## src/rtl/normalizer_pkg.sv

```systemverilog
// Shared configuration for the normalizer: default field widths and FSM state encodings.
package normalizer_pkg;

    localparam int unsigned EXP_SIZE_DEF    = 8;
    localparam int unsigned MANTIS_SIZE_DEF = 23;

    typedef enum logic [1:0] {
        StIdle  = 2'd0,
        StShift = 2'd1,
        StDone  = 2'd2
    } state_e;

endpackage

```

## src/rtl/normalizer.sv

```systemverilog
// Iterative post-add normalizer: left-shifts the mantissa one bit per cycle until the
// leading one reaches the MSB or the exponent bottoms out at zero (denormal).
module normalizer
    import normalizer_pkg::*;
#(
    parameter int unsigned EXP_SIZE    = EXP_SIZE_DEF,
    parameter int unsigned MANTIS_SIZE = MANTIS_SIZE_DEF
) (
    input  logic                               clk,
    input  logic                               rst_n,
    input  logic                               in_valid,
    output logic                               in_ready,
    input  logic                               sign_in,
    input  logic [EXP_SIZE-1:0]                exp_in,
    input  logic [MANTIS_SIZE+2:0]             mantis_in,
    input  logic                               loss_in,
    output logic                               out_valid,
    input  logic                               out_ready,
    output logic                               sign_out,
    output logic [EXP_SIZE-1:0]                exp_out,
    output logic [MANTIS_SIZE+2:0]             mantis_out,
    output logic                               loss_out,
    output logic [$clog2(MANTIS_SIZE+3)-1:0]   shift_cnt
);

    localparam int unsigned MW = MANTIS_SIZE + 3;
    localparam int unsigned CW = $clog2(MW);

    localparam logic [EXP_SIZE-1:0] ExpOne = 1;
    localparam logic [CW-1:0]       CntOne = 1;

    state_e              state_q, state_d;
    logic                sign_q, sign_d;
    logic                loss_q, loss_d;
    logic [EXP_SIZE-1:0] exp_q, exp_d;
    logic [MW-1:0]       mant_q, mant_d;
    logic [CW-1:0]       cnt_q, cnt_d;

    logic [MW-1:0]       mant_sh;
    logic [EXP_SIZE-1:0] exp_dec;

    assign mant_sh = mant_q << 1;
    assign exp_dec = exp_q - ExpOne;

    always_comb begin
        state_d = state_q;
        sign_d  = sign_q;
        loss_d  = loss_q;
        exp_d   = exp_q;
        mant_d  = mant_q;
        cnt_d   = cnt_q;

        unique case (state_q)
            StIdle: begin
                if (in_valid) begin
                    sign_d = sign_in;
                    loss_d = loss_in;
                    cnt_d  = '0;
                    exp_d  = exp_in;
                    mant_d = mantis_in;
                    if (mantis_in == '0) begin
                        // A zero result is canonicalised to +/-0 with a zero exponent.
                        exp_d   = '0;
                        state_d = StDone;
                    end else if (mantis_in[MW-1] || (exp_in == '0)) begin
                        state_d = StDone;
                    end else begin
                        state_d = StShift;
                    end
                end
            end
            StShift: begin
                // Entry guarantees exp_q > 0, so the decrement never wraps.
                mant_d = mant_sh;
                exp_d  = exp_dec;
                cnt_d  = cnt_q + CntOne;
                if (mant_sh[MW-1] || (exp_dec == '0)) begin
                    state_d = StDone;
                end
            end
            StDone: begin
                if (out_ready) begin
                    state_d = StIdle;
                end
            end
            default: state_d = StIdle;
        endcase
    end

    always_ff @(posedge clk or negedge rst_n) begin
        if (!rst_n) begin
            state_q <= StIdle;
            sign_q  <= 1'b0;
            loss_q  <= 1'b0;
            exp_q   <= '0;
            mant_q  <= '0;
            cnt_q   <= '0;
        end else begin
            state_q <= state_d;
            sign_q  <= sign_d;
            loss_q  <= loss_d;
            exp_q   <= exp_d;
            mant_q  <= mant_d;
            cnt_q   <= cnt_d;
        end
    end

    assign in_ready   = (state_q == StIdle);
    assign out_valid  = (state_q == StDone);
    assign sign_out   = sign_q;
    assign loss_out   = loss_q;
    assign exp_out    = exp_q;
    assign mantis_out = mant_q;
    assign shift_cnt  = cnt_q;

endmodule

```

## config.mk

```make
export PLATFORM = sky130hd
export DESIGN_NAME = normalizer
export DESIGN_NICKNAME = d
export VERILOG_FILES = /design/src/rtl/normalizer_pkg.sv /design/src/rtl/normalizer.sv
export SDC_FILE = /design/constraint.sdc
export NUM_CORES = 1
export LEC_CHECK = 0
export CELL_PAD_IN_SITES_DETAIL_PLACEMENT = 1
export CELL_PAD_IN_SITES_GLOBAL_PLACEMENT = 2
export CORE_UTILIZATION = 27
export DETAILED_ROUTE_END_ITERATION = 10
export PLACE_DENSITY = 0.92
export SLEW_MARGIN = 20
export SYNTH_ARGS = -nofsm -noshare
export SYNTH_HDL_FRONTEND = slang
export SYNTH_SLANG_ARGS = --single-unit
```

## constraint.sdc

```tcl
create_clock -name clk -period 2.6 [get_ports clk]
set_clock_uncertainty 0.05 [all_clocks]
set_input_delay 0.52 -clock clk [delete_from_list [all_inputs] [get_ports clk]]
set_output_delay 0.52 -clock clk [all_outputs]
set_load 0.05 [all_outputs]
```

# Word-level counts from Yosys, hierarchy flattened
# Index checks and enable logic that the tools add are counted.
# classes
eq_ne,5
n_addsub,2
n_mux,13
n_reduce_logical,10
# op_table
op,n
$pmux 26 s2,1
$logic_not 26->1,1
$mux 26,1
$logic_not 8->1,2
$mux 8,2
$pmux 8 s2,1
$mux 2,5
$pmux 5 s2,1
$sub 8x1->8 const B,1
$pmux 2 s3,1
$add 5x1->5 const B,1
$mux 5,1
$ne 2x2->1 const B,2
$reduce_and 2->1,2
$reduce_and 3->1,1
$eq 2x1->1 const B,1
$eq 2x2->1 const B,1
$logic_not 2->1,1
$logic_or 1x1->1,2
$ne 2x1->1 const B,1
$reduce_bool 2->1,1
# word_totals
in_bits,40
word_cells,36
register_bits,43
output_inout_bits,43

# Longest topological paths before layout
# Gate-level depths: netlist of the first run.
# depth
depth_word,6
depth_mapped,7
ltp_nobuf,6

# Least setup slack after synthesis of the first run
# Ideal clock, no wire load.
# synth_path
path_kind,register to register
from,register exp_q[0] (netlist: exp_out[0])
to,register state_q[0]
required_time_ns,2.412
path_buffers,0
synth_period_minus_slack_ns,2.046
t_arrival_ns,1.858
path_slack_ns,0.554
stages_incl_launch_ff,7
setup_ns,0.138
cell_sequence,dfrtp_1 > inv_1 > ha_1 > nor3b_2 > and3b_1 > o41ai_2 > o21ai_0
# synth_via
elab_chain_len,5
# synth_rtl
item,line,source
start: declaration,normalizer.sv:35,"logic [EXP_SIZE-1:0] exp_q, exp_d;"
start signal: assignment,normalizer.sv:102,exp_q <= exp_d;
$sub 8x1->8,normalizer.sv:43,assign exp_dec = exp_q - ExpOne;
$logic_not 8->1,normalizer.sv:77,if (mant_sh[MW-1] || (exp_dec == '0)) begin
$logic_or 1x1->1,normalizer.sv:77,
$ne 2x2->1 (no line),--,
$reduce_and 3->1 (no line),--,
end signal: assignment,normalizer.sv:92,state_q <= StIdle;
end signal: assignment,normalizer.sv:99,state_q <= state_d;
end: declaration,normalizer.sv:32,"state_e state_q, state_d;"
# Every way passes these cells.
# A chain may end at the register's enable or synchronous reset.

# Worst setup path after layout of the first run
# layout_path
from,register state_q[0]
to,output out_valid
# layout_via
elab_chain_len,1
# layout_rtl
item,line,source
$eq 2x2->1,normalizer.sv:109,assign out_valid = (state_q == StDone);
end: declaration,normalizer.sv:17,"output logic out_valid,"
# Every way passes these cells.

==> results of run 1 <==
-- critical path: stages (launching register included) --
cell and delay (ps):
dfrtp_1 480, nand2b_1 200, inv_1 70, clkdlybuf4s50_1 790
-- power breakdown --
group / internal, mW / switching, mW / leakage [nW] / total, mW
Combinational: 0.979 / 1.84 / 0.775 / 2.82
Clock: 0.187 / 0.249 / 0.0402 / 0.437
Sequential: 0.980 / 0.335 / 0.501 / 1.32
Total: 2.15 / 2.42 / 1.32 / 4.57
-- routing by layer --
layer | wire length, um | track usage, % | vias to the layer above
met5 | 0 | 0 | -
met4 | 102 | 4.56 | 0
met3 | 271 | 3.53 | 10
met2 | 3320 | 27.8 | 59
met1 | 3120 | 21.8 | 1100
li1 | - | - | 1069
-- final cells by class --
class / count / area (sq um)
Inverter: 6 / 22.5
Tap cell: 102 / 128
Clock buffer: 5 / 68.8
Multi-Input combinational cell: 195 / 1060
Sequential cell: 43 / 1080
Timing Repair Buffer: 92 / 903
Fill cell: 948 / 4570
Clock inverter: 3 / 20.0
-- registers in the layout (all words and copies together), names as in the netlist --
signal	cells
mantis_out	26
shift_cnt	5
loss_out	1
exp_out	8
state_q	2
sign_out	1
-- through the flow --
stage                     power (mW)  setup WS, ps  hold slack, ps
after global placement          4.11           423             426
after detailed placement        4.16           357             429
final                           4.57           194             195
after floorplan                 3.14           554             174
after global routing            4.85           140             234
after CTS                       4.62           182             220
-- how the worst max path moves through the flow --
stage / startpoint / slack [ps] / depth (start not counted) / to
final: state_q[0]$_DFFE_PN0P_ / 190 / 3 / out_valid
after floorplan: exp_out[0]$_DFFE_PN0P_ / 550 / 6 / state_q[0]$_DFFE_PN0P_
after detailed placement: mantis_in[0] / 360 / 6 / exp_out[6]$_DFFE_PN0P_
after global placement: mantis_in[0] / 420 / 6 / exp_out[6]$_DFFE_PN0P_
after CTS: state_q[0]$_DFFE_PN0P_ / 180 / 3 / out_valid
after global routing: state_q[0]$_DFFE_PN0P_ / 140 / 3 / out_valid
-- layout by cell type (no fill, tap or decap), types with 2 or more instances in the layout --
master           netlist  routed
inv_1                  6       6
nand3_1                4       4
clkbuf_8               0       5
ha_1                   3       3
buf_4                  0       9
a31oi_1               25      25
nand2_1               62      62
nor2_4                 1       2
o21ai_0               13      13
xnor2_1                3       3
clkdlybuf4s50_1        0      81
a22oi_1                2       2
nor4_1                 8       8
mux2_1                 2       2
dfrtp_1               43      43
o21ai_1                3       3
a21oi_1                6       6
clkinvlp_4             0       2
nor2_1                35      34
nand2b_1               2       2
o211ai_1               5       5
xor2_1                 2       2
-- cell families (layout without fill, tap and decap cells) --
family,Yosys count,after routing,share of synthesized area [%]
mux,2,2,1.02
compound gates,63,63,18.2
flops,43,43,48.6
buf+inv,21,106,4.18
xor+xnor,5,5,1.98
simple gates,122,122,24.3
fa+ha+maj,3,3,1.70
==> reports/qor.tcl, run 1 <==
set qor(status) {completed}
set qor(htree_levels) 2
set qor(drt-pass1-iter-count) 4
set qor(number_of_global_route_vias_before_repair) 2285
set qor(fp.coreArea_sq_um) 7850
set qor(clock.fmax_ghz) 0.416
set qor(layout.cell_area.non_filler_sq_um) 3270
set qor(clk_pin_slew_ps) 90
set qor(worstSkewPairLatency_ps) 300
set qor(synth.area.top_cells) {dfrtp_1 49%, nand2_1 11%, a31oi_1 7.1%}
set qor(cts_resized) 0
set qor(globalRouteOverflowTotal) 0
set qor(rr_endpoint) {state_q[1]$_DFFE_PN0P_}
set qor(routed_wire_length_per_instance_um) 15.3
set qor(placed_cell_area_sq_um) 3190
set qor(total_leakage_power_nw) 1.32
set qor(setup-tns-final_ps) 0
set qor(grt_usage_pct) 16.7
set qor(synthesis.instances) 259
set qor(synth-seq-area-share_pct) 48.6
set qor(vdd_ir_drop_max_mv) 0.590
set qor(syn2layout_area_growth_pct) 47.9
set qor(critPathArrivalTime_ps) 1840
set qor(synth_nets) 302
set qor(layout-drive-gt1-share_pct) 7.56
set qor(grt_pass1_wl_um) 11400
set qor(synth_top_area_share_pct) 48.6
set qor(post_drt_via_cell_ratio) 5.02
set qor(setup.worst_path.class) {flop to output port}
set qor(netlist_top_cells_count) {62 x nand2_1, 43 x dfrtp_1, 35 x nor2_1}
set qor(chipWidth_um) 92.6
set qor(synth_top_flop_cell) {dfrtp_1}
set qor(portBuffers) 82
set qor(dp_hpwl_um) 5200
set qor(cts-buffers-inserted) 5
set qor(synthArstFlopShare_pct) 100
set qor(instances_no_fill) 446
set qor(final_nets) 386
set qor(drt-total-wl_um) 6810
set qor(grt_max_degree) 51
set qor(drc) 0
set qor(critPathMaxFanout) 8
set qor(die-area_sq_um) 8570
set qor(place.detailed.instances) 438
set qor(grt_antenna_before_repair) 0
set qor(timing.final.crit_share_pct) 92.5
set qor(reg2reg_depth) 6
set qor(timing.hold.worst.class) {input pin to async pin}
set qor(power.density_cell_area_nw_per_um2) 1390
set qor(rsz0062_at_grt) {false}
set qor(diodes) 0
set qor(cts.sink_count) 43
set qor(fin_crit_ps) 2410
set qor(cap_violations) 0
set qor(cts_tree) {done}
set qor(dr.first_iter.drc_count) 97
set qor(antenna_left) 0
set qor(synthesis.area_per_instance_sq_um) 8.55
set qor(edff_count_synth) 0
set qor(worst-endpoint-required_ps) 2030
set qor(floorplan.initialDensity_pct) 28.2
set qor(post-synth-top-count-cell) {nand2_1}
set qor(yosys_warnings) 0
set qor(row_count) 32
set qor(rr_startpoint) {exp_out[0]$_DFFE_PN0P_}
set qor(place_congestion) 0.776
set qor(yosys_register_bits) 43
set qor(final_hold_viol_count) 0
set qor(synthDistinctLibCells) 39
set qor(worst_pin_slew_ps) 657
set qor(holdBufCountCts) 0
set qor(cts_setup_buffers) 0
set qor(finalSetupViolations) 0
set qor(end_kind) {output port}
set qor(floorplan.die.height_um) 92.6
set qor(ctsLongestPathBuffers) 2
set qor(total_number_of_vias) 2238
set qor(drv_slew) 0
set qor(io-pin-count) 83
set qor(syn-cell-area_sq_um) 2210
set qor(fraction_of_the_core_area_covered_by_cells_at_the_end_of_the_flow_pct) 41.7
set qor(setup.reg_to_reg.worst_slack_ps) 570
set qor(critical_path.startpoint_type) {flop}
set qor(post-synth-top-area-cell) {dfrtp_1}
set qor(worst_slew_margin_rel_pct) 56.2
set qor(ctsRootBufferMaster) {clkbuf_8}
No activity file was read; power rests on OpenSTA's default activity.
==> inputs of run 2 (changes only) <==
--- a/config.mk
+++ b/config.mk
@@ -5,6 +5,7 @@
 export SDC_FILE = /design/constraint.sdc
 export NUM_CORES = 1
 export LEC_CHECK = 0
+export ABC_CLOCK_PERIOD_IN_PS = 2600
 export CELL_PAD_IN_SITES_DETAIL_PLACEMENT = 1
 export CELL_PAD_IN_SITES_GLOBAL_PLACEMENT = 2
 export CORE_UTILIZATION = 27
==> results of run 2 <==
The final DEF is identical to that of run 1; final timing and power are the same.
==> inputs of run 3 (changes only) <==
--- a/config.mk
+++ b/config.mk
@@ -6,11 +6,11 @@
 export NUM_CORES = 1
 export LEC_CHECK = 0
 export ABC_CLOCK_PERIOD_IN_PS = 2600
-export CELL_PAD_IN_SITES_DETAIL_PLACEMENT = 1
-export CELL_PAD_IN_SITES_GLOBAL_PLACEMENT = 2
-export CORE_UTILIZATION = 27
+export CELL_PAD_IN_SITES_DETAIL_PLACEMENT = 0
+export CELL_PAD_IN_SITES_GLOBAL_PLACEMENT = 1
+export CORE_UTILIZATION = 34
 export DETAILED_ROUTE_END_ITERATION = 10
-export PLACE_DENSITY = 0.92
+export PLACE_DENSITY = 0.91
 export SLEW_MARGIN = 20
 export SYNTH_ARGS = -nofsm -noshare
 export SYNTH_HDL_FRONTEND = slang
==> reports/qor.tcl, run 3 (synthesis gave the netlist of run 1 again) <==
set qor(critical_path.endpoint) {out_valid}
set qor(reg2reg_depth) 6 ;# unchanged
set qor(fin_crit_ps) 2380 ;# -23.3 ps
set qor(layout-drive-gt1-share_pct) 7.29 ;# -0.27 points
set qor(status) {completed}
set qor(cts_setup_buffers) 0 ;# unchanged
set qor(worst_pin_slew_ps) 525 ;# -132 ps
set qor(setup-tns-final_ps) 0 ;# unchanged
set qor(place_congestion) 0.835 ;# +7.6%
set qor(die-area_sq_um) 6840 ;# -20%
set qor(floorplan.initialDensity_pct) 35.1 ;# +6.9 points
set qor(io-pin-count) 83 ;# unchanged
set qor(worstSkewPairLatency_ps) 290 ;# about the same
set qor(grt_pass1_wl_um) 9260 ;# -19%
set qor(rr_startpoint) {exp_out[0]$_DFFE_PN0P_}
set qor(chipWidth_um) 82.7 ;# -11%
set qor(timing.hold.worst.class) {input pin to async pin}
set qor(setup.worst_path.class) {flop to output port}
set qor(setup.reg_to_reg.worst_slack_ps) 620 ;# +50 ps
set qor(drv_slew) 0 ;# unchanged
set qor(timing.final.crit_share_pct) 91.6 ;# -0.90 points
set qor(power.total_mw) 4.64 ;# +1.6%
set qor(fillCellCount) 612 ;# -35%
set qor(number_of_global_route_vias_before_repair) 1937 ;# -15%
set qor(grt_max_degree) 52 ;# +2.0%
set qor(cap_violations) 0 ;# unchanged
set qor(seqPwrFrac_pct) 28.2 ;# -0.6 points
set qor(critical_path.startpoint_type) {flop}
set qor(worst_setup_path_startpoint) {state_q[0]$_DFFE_PN0P_}
set qor(total_number_of_vias) 2185 ;# -2.4%
set qor(clock.fmax_ghz) 0.420 ;# +0.98%
set qor(holdBufCountCts) 0 ;# unchanged
set qor(p_int_mw) 2.26 ;# +5.5%
set qor(drc) 0 ;# unchanged
set qor(hold_slack_ps) 55.5 ;# -139 ps
set qor(row_count) 29 ;# -9.4%
set qor(finalSetupViolations) 0 ;# unchanged
set qor(worst-endpoint-required_ps) 2030 ;# about the same
set qor(htree_levels) 2 ;# unchanged
set qor(final_cell_mix) {81 x clkdlybuf4s50_1, 62 x nand2_1, 43 x dfrtp_1, 34 x nor2_1, 25 x a31oi_1}
set qor(cts.sink_count) 43 ;# unchanged
set qor(syn2layout_area_growth_pct) 47.4
set qor(layout.cells.most_common) {clkdlybuf4s50_1}
set qor(ctsLongestPathBuffers) 2 ;# unchanged
set qor(switching_power_mw) 2.37 ;# -1.9%
set qor(ctsRootBufferMaster) {clkbuf_8}
set qor(cts_tree) {done}
set qor(rr_endpoint) {state_q[0]$_DFFE_PN0P_}
set qor(sw_frac_of_total_pct) 51.2 ;# -1.8 points
set qor(vdd_ir_drop_max_mv) 0.694 ;# +18%
set qor(end_kind) {output port}
set qor(final_hold_viol_count) 0 ;# unchanged
set qor(critPathMaxFanout) 8 ;# unchanged
set qor(power.density_cell_area_nw_per_um2) 1420 ;# +1.9%
set qor(fp.coreArea_sq_um) 6310 ;# -20%
set qor(p_clk_share_pct) 11.6 ;# +2.0 points
set qor(cts_resized) 0 ;# unchanged
set qor(cts-buffers-inserted) 5 ;# unchanged
set qor(clk_pin_slew_ps) 80 ;# about the same
set qor(total_leakage_power_nw) 1.33 ;# +1.3%
set qor(dr.first_iter.drc_count) 108 ;# +11%
set qor(globalRouteOverflowTotal) 0 ;# unchanged
set qor(post_drt_via_cell_ratio) 5.20 ;# +3.7%
set qor(diodes) 0 ;# unchanged
set qor(drt-pass1-iter-count) 4 ;# unchanged
set qor(critPathArrivalTime_ps) 1810 ;# -30 ps
set qor(worst_slew_margin_rel_pct) 64.9 ;# +8.7 points
set qor(floorplan.die.height_um) 82.7 ;# -11%
set qor(grt_usage_pct) 18.1 ;# +1.4 points
set qor(largest_reg_flops) 26 ;# unchanged
set qor(grt_antenna_before_repair) 0 ;# unchanged
set qor(antenna_left) 0 ;# unchanged
set qor(drt-total-wl_um) 6000 ;# -12%
set qor(rsz0062_at_grt) {false}
set qor(final_nets) 385 ;# -0.26%
set qor(portBuffers) 82 ;# unchanged
set qor(combinational_share_of_power_pct) 60.2 ;# -1.4 points
set qor(routed_wire_length_per_instance_um) 14.3 ;# -6.4%
set qor(dp_hpwl_um) 4550 ;# -13%
==> run 3: changes by cell type in the layout (fill, tap and decap cells not counted), sizes merged <==
cell      change
clkbuf        +1
bufinv        +1
buf           -1
clkinvlp      -2
==> run 3: critical path: stages (launching register included) <==
cell and delay [ps]:
dfrtp_1 470, nand2b_1 190, inv_1 60, clkdlybuf4s50_1 790
==> run 3: per-stage QoR <==
stage	instances	setup slack, ps	area, sq um	utilization (%)
final	420	217	3260	51.7
after global routing	420	135	3260	51.7
after CTS	420	205	3260	51.7
after detailed placement	412	347	3150	49.8
after global placement	412	325	3150	49.8
after floorplan	259	554	2210	-
==> run 3: how the worst min path moves through the flow <==
stage | start | end | slack [ps]
after floorplan | rst_n | exp_out[0]$_DFFE_PN0P_ | 170
after global placement | rst_n | state_q[0]$_DFFE_PN0P_ | 380
after detailed placement | rst_n | state_q[1]$_DFFE_PN0P_ | 390
after CTS | rst_n | sign_out$_DFFE_PN0P_ | 60
after global routing | rst_n | state_q[1]$_DFFE_PN0P_ | 70
final | rst_n | sign_out$_DFFE_PN0P_ | 60
==> run 3: power groups by stage <==
stage          sequential (mW)  clock (mW)  combinational (mW)
3_3_place_gp              1.31           0                2.77
2_1_floorplan             2.28           0               0.862
4_1_cts                   1.31       0.554                2.81
6_report                  1.31       0.539                2.79
3_5_place_dp              1.32           0                2.81
5_1_grt                   1.36       0.583                2.97
==> run 3: area by class of cell <==
cell class	count	area [sq um]	share of cell area, %
Inverter	6	22.5	0.690
Clock inverter	2	35.0	1.07
Tap cell	77	96.3	2.95
Sequential cell	43	1080	33.0
Multi-Input combinational cell	195	1060	32.3
Timing Repair Buffer	91	896	27.4
Clock buffer	6	82.6	2.53
==> run 3: per-layer routing <==
metal	track usage, %	vias to the layer above	wire length [um]
li1	-	1069	-
met3	5.38	2	337
met5	0	-	0
met4	3.45	0	17
met1	23.5	1047	2760
met2	29.9	67	2890
